<file path="config.mk">
export PLATFORM = sky130hd
export DESIGN_NAME = usrp2_tx_fifo_arbiter_flat
export DESIGN_NICKNAME = d
export VERILOG_FILES = /design/src/rtl/usrp2_tx_fifo_arbiter_if.sv /design/src/rtl/usrp2_tx_fifo_arbiter.sv /design/src/flat_wrapper.sv
export SDC_FILE = /design/constraint.sdc
export NUM_CORES = 1
export LEC_CHECK = 0
export BUFFER_PORTS_ARGS = -buffer_cell sky130_fd_sc_hd__buf_2
export CAP_MARGIN = 20
export CORE_MARGIN = 4
export CORE_UTILIZATION = 39
export CTS_BUF_LIST = sky130_fd_sc_hd__clkbuf_16
export DETAILED_ROUTE_END_ITERATION = 16
export HOLD_SLACK_MARGIN = 0.12
export PLACE_DENSITY = 0.88
export SYNTH_ARGS = -nofsm -noshare
export SYNTH_HDL_FRONTEND = slang
export SYNTH_SLANG_ARGS = --single-unit
</file>
<file path="constraint.sdc">
create_clock -name dsp_clk -period 5.25 [get_ports dsp_clk]
set_clock_uncertainty 0.1 [all_clocks]
set_input_delay 0.2625 -clock dsp_clk [delete_from_list [all_inputs] [get_ports dsp_clk]]
set_output_delay 0.2625 -clock dsp_clk [all_outputs]
set_load 0.05 [all_outputs]
</file>
<file path="src/rtl/usrp2_tx_fifo_arbiter_if.sv">
// Handshake bundle between the two TX sample sources, the arbiter and the
// width-converter FIFO enqueue port. The arbiter side uses the slave modport.
interface usrp2_tx_fifo_arbiter_if #(
  parameter int DATA_W = 32
);
  logic [DATA_W-1:0] req0_dat_i;
  logic              req0_en_i;
  logic              req0_last_i;
  logic              req0_rdy_o;
  logic [DATA_W-1:0] req1_dat_i;
  logic              req1_en_i;
  logic              req1_last_i;
  logic              req1_rdy_o;
  logic [DATA_W-1:0] fifo_dat_o;
  logic              fifo_enq_en_o;
  logic              fifo_enq_rdy_i;
  logic [1:0]        grant_o;
  logic              burst_trunc_o;

  modport slave (
    input  req0_dat_i, req0_en_i, req0_last_i,
    input  req1_dat_i, req1_en_i, req1_last_i,
    input  fifo_enq_rdy_i,
    output req0_rdy_o, req1_rdy_o,
    output fifo_dat_o, fifo_enq_en_o,
    output grant_o, burst_trunc_o
  );

  modport master (
    output req0_dat_i, req0_en_i, req0_last_i,
    output req1_dat_i, req1_en_i, req1_last_i,
    output fifo_enq_rdy_i,
    input  req0_rdy_o, req1_rdy_o,
    input  fifo_dat_o, fifo_enq_en_o,
    input  grant_o, burst_trunc_o
  );
endinterface

</file>
<file path="src/rtl/usrp2_tx_fifo_arbiter.sv">
// Burst-granular round-robin arbiter sharing the USRP2 TX FIFO enqueue port
// between the baseband path (req0) and the preamble/control injector (req1).
module usrp2_tx_fifo_arbiter #(
  parameter int DATA_W    = 32,
  parameter int MAX_BURST = 256,
  parameter int CNT_W     = 9
) (
  input logic                    dsp_clk,
  input logic                    dsp_rst,
  usrp2_tx_fifo_arbiter_if.slave bus
);

  typedef enum logic [1:0] {
    IDLE = 2'd0,
    G0   = 2'd1,
    G1   = 2'd2
  } state_t;

  state_t            state_q, state_d;
  logic              prio_q, prio_d;
  logic [CNT_W-1:0]  beat_cnt_q, beat_cnt_d;
  logic              trunc_q, trunc_d;

  logic [DATA_W-1:0] dat_mux;
  logic              rdy0, rdy1;
  logic              sel_en, sel_last;
  logic              enq_en;
  logic [CNT_W-1:0]  beat_inc;
  logic [1:0]        grant;

  always_comb begin
    state_d    = state_q;
    prio_d     = prio_q;
    beat_cnt_d = beat_cnt_q;
    trunc_d    = 1'b0;
    dat_mux    = '0;
    rdy0       = 1'b0;
    rdy1       = 1'b0;
    sel_en     = 1'b0;
    sel_last   = 1'b0;
    grant      = 2'b00;

    case (state_q)
      G0: begin
        grant    = 2'b01;
        rdy0     = bus.fifo_enq_rdy_i;
        sel_en   = bus.req0_en_i;
        sel_last = bus.req0_last_i;
        dat_mux  = bus.req0_dat_i;
      end
      G1: begin
        grant    = 2'b10;
        rdy1     = bus.fifo_enq_rdy_i;
        sel_en   = bus.req1_en_i;
        sel_last = bus.req1_last_i;
        dat_mux  = bus.req1_dat_i;
      end
      default: begin
        // No beat moves while idle; a tie goes to whichever source prio names.
        if (bus.req0_en_i && bus.req1_en_i) begin
          state_d = prio_q ? G1 : G0;
        end else if (bus.req0_en_i) begin
          state_d = G0;
        end else if (bus.req1_en_i) begin
          state_d = G1;
        end
      end
    endcase

    enq_en   = sel_en && bus.fifo_enq_rdy_i;
    beat_inc = beat_cnt_q + CNT_W'(1);

    // A burst ends on its last beat or on the beat cap; only a cap without
    // last flags truncation, and the other source becomes favoured either way.
    if (enq_en) begin
      beat_cnt_d = beat_inc;
      if (sel_last || (beat_inc == CNT_W'(MAX_BURST))) begin
        state_d    = IDLE;
        beat_cnt_d = '0;
        prio_d     = (state_q == G0);
        trunc_d    = !sel_last;
      end
    end
  end

  always_ff @(posedge dsp_clk or posedge dsp_rst) begin
    if (dsp_rst) begin
      state_q    <= IDLE;
      prio_q     <= 1'b0;
      beat_cnt_q <= '0;
      trunc_q    <= 1'b0;
    end else begin
      state_q    <= state_d;
      prio_q     <= prio_d;
      beat_cnt_q <= beat_cnt_d;
      trunc_q    <= trunc_d;
    end
  end

  assign bus.req0_rdy_o    = rdy0;
  assign bus.req1_rdy_o    = rdy1;
  assign bus.fifo_dat_o    = dat_mux;
  assign bus.fifo_enq_en_o = enq_en;
  assign bus.grant_o       = grant;
  assign bus.burst_trunc_o = trunc_q;

endmodule

</file>
<file path="src/flat_wrapper.sv">
// flat-port wrapper written by rule: the top's interface ports become plain ports
module usrp2_tx_fifo_arbiter_flat 
#(
  parameter int DATA_W    = 32,
  parameter int MAX_BURST = 256,
  parameter int CNT_W     = 9
)
  (dsp_clk, dsp_rst, bus_req0_dat_i, bus_req0_en_i, bus_req0_last_i, bus_req1_dat_i, bus_req1_en_i, bus_req1_last_i, bus_fifo_enq_rdy_i, bus_req0_rdy_o, bus_req1_rdy_o, bus_fifo_dat_o, bus_fifo_enq_en_o, bus_grant_o, bus_burst_trunc_o);
  usrp2_tx_fifo_arbiter_if #(.DATA_W(DATA_W)) bus_i ();
  input logic dsp_clk;
  input logic dsp_rst;
  input wire logic [$bits(bus_i.req0_dat_i)-1:0] bus_req0_dat_i;
  input wire logic [$bits(bus_i.req0_en_i)-1:0] bus_req0_en_i;
  input wire logic [$bits(bus_i.req0_last_i)-1:0] bus_req0_last_i;
  input wire logic [$bits(bus_i.req1_dat_i)-1:0] bus_req1_dat_i;
  input wire logic [$bits(bus_i.req1_en_i)-1:0] bus_req1_en_i;
  input wire logic [$bits(bus_i.req1_last_i)-1:0] bus_req1_last_i;
  input wire logic [$bits(bus_i.fifo_enq_rdy_i)-1:0] bus_fifo_enq_rdy_i;
  output wire logic [$bits(bus_i.req0_rdy_o)-1:0] bus_req0_rdy_o;
  output wire logic [$bits(bus_i.req1_rdy_o)-1:0] bus_req1_rdy_o;
  output wire logic [$bits(bus_i.fifo_dat_o)-1:0] bus_fifo_dat_o;
  output wire logic [$bits(bus_i.fifo_enq_en_o)-1:0] bus_fifo_enq_en_o;
  output wire logic [$bits(bus_i.grant_o)-1:0] bus_grant_o;
  output wire logic [$bits(bus_i.burst_trunc_o)-1:0] bus_burst_trunc_o;
  assign bus_i.req0_dat_i = bus_req0_dat_i;
  assign bus_i.req0_en_i = bus_req0_en_i;
  assign bus_i.req0_last_i = bus_req0_last_i;
  assign bus_i.req1_dat_i = bus_req1_dat_i;
  assign bus_i.req1_en_i = bus_req1_en_i;
  assign bus_i.req1_last_i = bus_req1_last_i;
  assign bus_i.fifo_enq_rdy_i = bus_fifo_enq_rdy_i;
  assign bus_req0_rdy_o = bus_i.req0_rdy_o;
  assign bus_req1_rdy_o = bus_i.req1_rdy_o;
  assign bus_fifo_dat_o = bus_i.fifo_dat_o;
  assign bus_fifo_enq_en_o = bus_i.fifo_enq_en_o;
  assign bus_grant_o = bus_i.grant_o;
  assign bus_burst_trunc_o = bus_i.burst_trunc_o;
  usrp2_tx_fifo_arbiter #(.DATA_W(DATA_W), .MAX_BURST(MAX_BURST), .CNT_W(CNT_W)) u_core (.dsp_clk(dsp_clk), .dsp_rst(dsp_rst), .bus(bus_i));
endmodule
</file>
==> flow_summary_export.csv <==
group,metric,value,unit
cts,ctsHtreeMaxLevel,1,
sta,relative_slew_margins,63.0,%
critical_path,type_of_element_capturing_the_critical_path,"primary output",
synthesis,post_synth_num_cell_types,35,
global_route,gr-total-overflow,0,
cts,tritoncts,"yes",
cts,clock_tree.root_cell,"sky130_fd_sc_hd__clkbuf_16",
critical_path,timing.critical_path.slowest_stage_cell,"sky130_fd_sc_hd__ha_1",
synthesis,syn-num-nets,243,
final_layout,number_of_antenna_diodes,0,
detailed_routing,drt_pre_antenna_iters,4,
critical_path,crit_top_cell,"sky130_fd_sc_hd__inv_1",
critical_path,crit_path_max_fanout,22,
detailed_routing,postRouteWirelength,4420,um
sta,fmaxAchievable,0.325,GHz
detailed_routing,postRouteAntennaNets,0,
sta,slew_violations,0,
cts,insertion_delay,240,ps
power_and_ir_drop,power_density,760,nW/um^2
final_layout,final_layout_size_suffix_gt1_share,43.7,%
final_layout,finalNonFillerCells,312,
floorplan,number_of_standard_cell_rows_in_the_floorplan,20,
cts,numClockSinks,13,
sta,finalCritPeriodShare,58.7,%
detailed_routing,drt_drc_violations_left,0,
floorplan,fp.dieH,64.5,um
min_path,hold_class,"input port to flip-flop",
critical_path,worst-setup-path-type,"flip-flop to primary output",
floorplan,die_width,64.5,um
final_layout,layout.cells.most_common,"sky130_fd_sc_hd__buf_2",
critical_path,crit_path_start_kind,"flip-flop",
detailed_routing,post_drt_via_cell_ratio,5.28,
floorplan,initial_utilization,40.8,%
placed_design,placedCellCount,306,
sta,rsz0062_at_grt,"no",
cts,cts_buffer_depth,2,
placed_design,finalWeightedCongestion,0.878,
global_route,grt_antenna_before_repair,0,
critical_path,critical_path_arrival,2720,ps
final_layout,multi_input_comb_area,836,sq um
final_layout,nets,345,
final_layout,leading_cell_types_in_the_layout_fill_and_taps_excluded,"108 x sky130_fd_sc_hd__buf_2, 35 x sky130_fd_sc_hd__nor2_1, 33 x sky130_fd_sc_hd__a22oi_1",
detailed_routing,first_iter_violations,102,
cts,clk_pin_slew,50,ps
cts,postCtsSetupRepairBufs,0,
floorplan,floorplan.die_area,4160,sq um
final_layout,layout_filler_cell_count,303,
power_and_ir_drop,p_leak,1.03,nW
outcome,outcome,"finished, final reports clean",
power_and_ir_drop,vdd.ir_drop.worst,0.000511,V
detailed_routing,route.detailed.wl_per_inst,14.2,um
synthesis,avgSynthCellArea,7.46,sq um
power_and_ir_drop,total_power_consumption,0.00145,W
cts,cts_inserted_buffers,3,
final_layout,seq_area,325,sq um
sta,fin_crit,3080,ps
sta,tightestPinTransition,555,ps
final_layout,area_growth,53.0,%
sta,timing.setup.tns,0,ps
critical_path,timing.critical_path.required,4890,ps
placed_design,buffer_ports.inserted,108,
placed_design,dpl.hpwl,3400,um
synthesis,postSynthRegisterBits,13,
floorplan,io-pin-count,109,
critical_path,timing.critical_path.slowest_cell_delay,490,ps
sta,hold_viol_final,0,
job,timing.max_cap.violations,0,
synthesis,synth_warnings,0,
synthesis,yosysSeqAreaShare,26.1,%
sta,report.final.setup_viol,0,
synthesis,post_syn_area,1250,sq um
floorplan,placeableCoreArea,3050,sq um
critical_path,timing.critical_path.cells,"inv_1 > ha_1 > buf_4 > a22o_1 > nand3b_1 > inv_1 > buf_2",
global_route,first_global_vias,1595,
global_route,grt_pass1_wl,7250,um
global_route,grt_usage,21.4,%
global_route,grt_start_max_net_pins,38,
detailed_routing,routed-via-count,1646,
synthesis,synthCells,167,
state kept, by name (all words and copies together) (netlist names):
register	cells
u_core.beat_cnt_q	9
u_core.bus.burst_trunc_o	1
u_core.prio_q	1
u_core.state_q	2
per-stage QoR:
step           util (%)  area, sq um  hold slack (ps)  setup WS [ps]
2_1_floorplan         -         1250             39.5           2950
3_3_place_gp       58.6         1790              211           2530
3_5_place_dp       58.6         1790              223           2420
4_1_cts            61.6         1880              248           2160
5_1_grt            62.5         1910              274           1900
6_report           62.5         1910              242           2170
final timing paths:
path                                      start              endpoint  slack, ps  cells past startpoint
max in group asynchronous               dsp_rst         u_core.prio_q       4200                      3
min in group asynchronous               dsp_rst     u_core.state_q[0]        500                      3
max                           u_core.state_q[1]     bus_fifo_enq_en_o       2170                      7
min                               bus_req1_en_i     u_core.state_q[1]        240                      3
max reg2reg                   u_core.state_q[1]  u_core.beat_cnt_q[3]       2390                      9
min reg2reg                u_core.beat_cnt_q[1]  u_core.beat_cnt_q[1]        410                      2
where the power goes:
| part | internal [W] | leakage (nW) | total, W | switching [W] |
|---|---|---|---|---|
| sequential | 0.000128 | 0.166 | 0.000160 | 0.0000316 |
| clock | 0.000101 | 0.0423 | 0.000144 | 0.0000430 |
| combinational | 0.000310 | 0.822 | 0.00115 | 0.000835 |
metal layers:
layer / vias to the layer above / global-route usage, % / part of all wire, %
met5: - / 0 / 0
met3: 11 / 6.07 / 8.3
met2: 73 / 35.1 / 51
li1: 814 / - / -
met4: 0 / 7.92 / 1.8
met1: 748 / 26.5 / 39
synthesized netlist by cell type:
library cell / instances / area share [%]
sky130_fd_sc_hd__o21ai_0: 6 / 2.4
sky130_fd_sc_hd__a221oi_1: 1 / 0.70
sky130_fd_sc_hd__ha_1: 5 / 5.0
sky130_fd_sc_hd__a31oi_1: 3 / 1.5
sky130_fd_sc_hd__nand2_2: 1 / 0.50
sky130_fd_sc_hd__and2_1: 3 / 1.5
sky130_fd_sc_hd__nand3b_1: 1 / 0.60
sky130_fd_sc_hd__and3_1: 1 / 0.50
sky130_fd_sc_hd__buf_2: 2 / 0.80
sky130_fd_sc_hd__inv_1: 5 / 1.5
sky130_fd_sc_hd__a22oi_1: 33 / 20
sky130_fd_sc_hd__nor4_1: 1 / 0.50
sky130_fd_sc_hd__mux2_4: 1 / 1.2
sky130_fd_sc_hd__buf_6: 1 / 0.90
sky130_fd_sc_hd__a22o_1: 2 / 1.4
sky130_fd_sc_hd__o21bai_1: 1 / 0.60
sky130_fd_sc_hd__nor4b_1: 1 / 0.70
sky130_fd_sc_hd__o21a_1: 1 / 0.60
sky130_fd_sc_hd__o32ai_4: 1 / 2.2
sky130_fd_sc_hd__o31ai_1: 2 / 1.2
sky130_fd_sc_hd__a21o_1: 3 / 1.8
sky130_fd_sc_hd__a21oi_1: 3 / 1.2
sky130_fd_sc_hd__o41ai_1: 1 / 0.70
sky130_fd_sc_hd__nand2_1: 13 / 3.9
sky130_fd_sc_hd__nand4_1: 1 / 0.50
sky130_fd_sc_hd__nor3_1: 1 / 0.40
sky130_fd_sc_hd__or4_1: 3 / 1.8
sky130_fd_sc_hd__buf_1: 3 / 0.90
sky130_fd_sc_hd__and4_1: 1 / 0.70
sky130_fd_sc_hd__dfrtp_1: 13 / 26
sky130_fd_sc_hd__nor2_1: 35 / 11
sky130_fd_sc_hd__nand3_1: 6 / 2.4
sky130_fd_sc_hd__xnor2_1: 2 / 1.4
sky130_fd_sc_hd__clkbuf_1: 9 / 2.7
sky130_fd_sc_hd__nor3b_1: 1 / 0.60
layout make-up:
class / count / share of cell area (%)
Clock buffer: 3 / 3.94
Clock inverter: 1 / 0.197
Inverter: 5 / 0.984
Multi-Input combinational cell: 134 / 43.8
Sequential cell: 13 / 17.1
Tap cell: 44 / 2.89
Timing Repair Buffer: 112 / 31.1
worst max-delay path: cells and delay by family (launching register included):
family / cells / cell delay [ps]
adders and majority gates: 1 / 490
and+or+nand+nor: 1 / 260
buffers and inverters: 4 / 1140
AOI/OAI and AO/OA: 1 / 170
DFF: 1 / 390
cell families after synthesis:
group	after synthesis	share of synthesized area, %
AOI/OAI and AO/OA	57	34.2
xor gates and xnor gates	2	1.41
adders and majority gates	5	5.02
buffers and inverters	20	6.83
DFF	13	26.1
muxes	1	1.20
and+or+nand+nor	69	25.2
timing repair:
action / 4_1_cts / 5_1_grt
hold endpoints to repair: 13 / 0
hold buffers: 1 / 0
resized for setup: 0 / 0
Power figures use the tool's default switching activity.
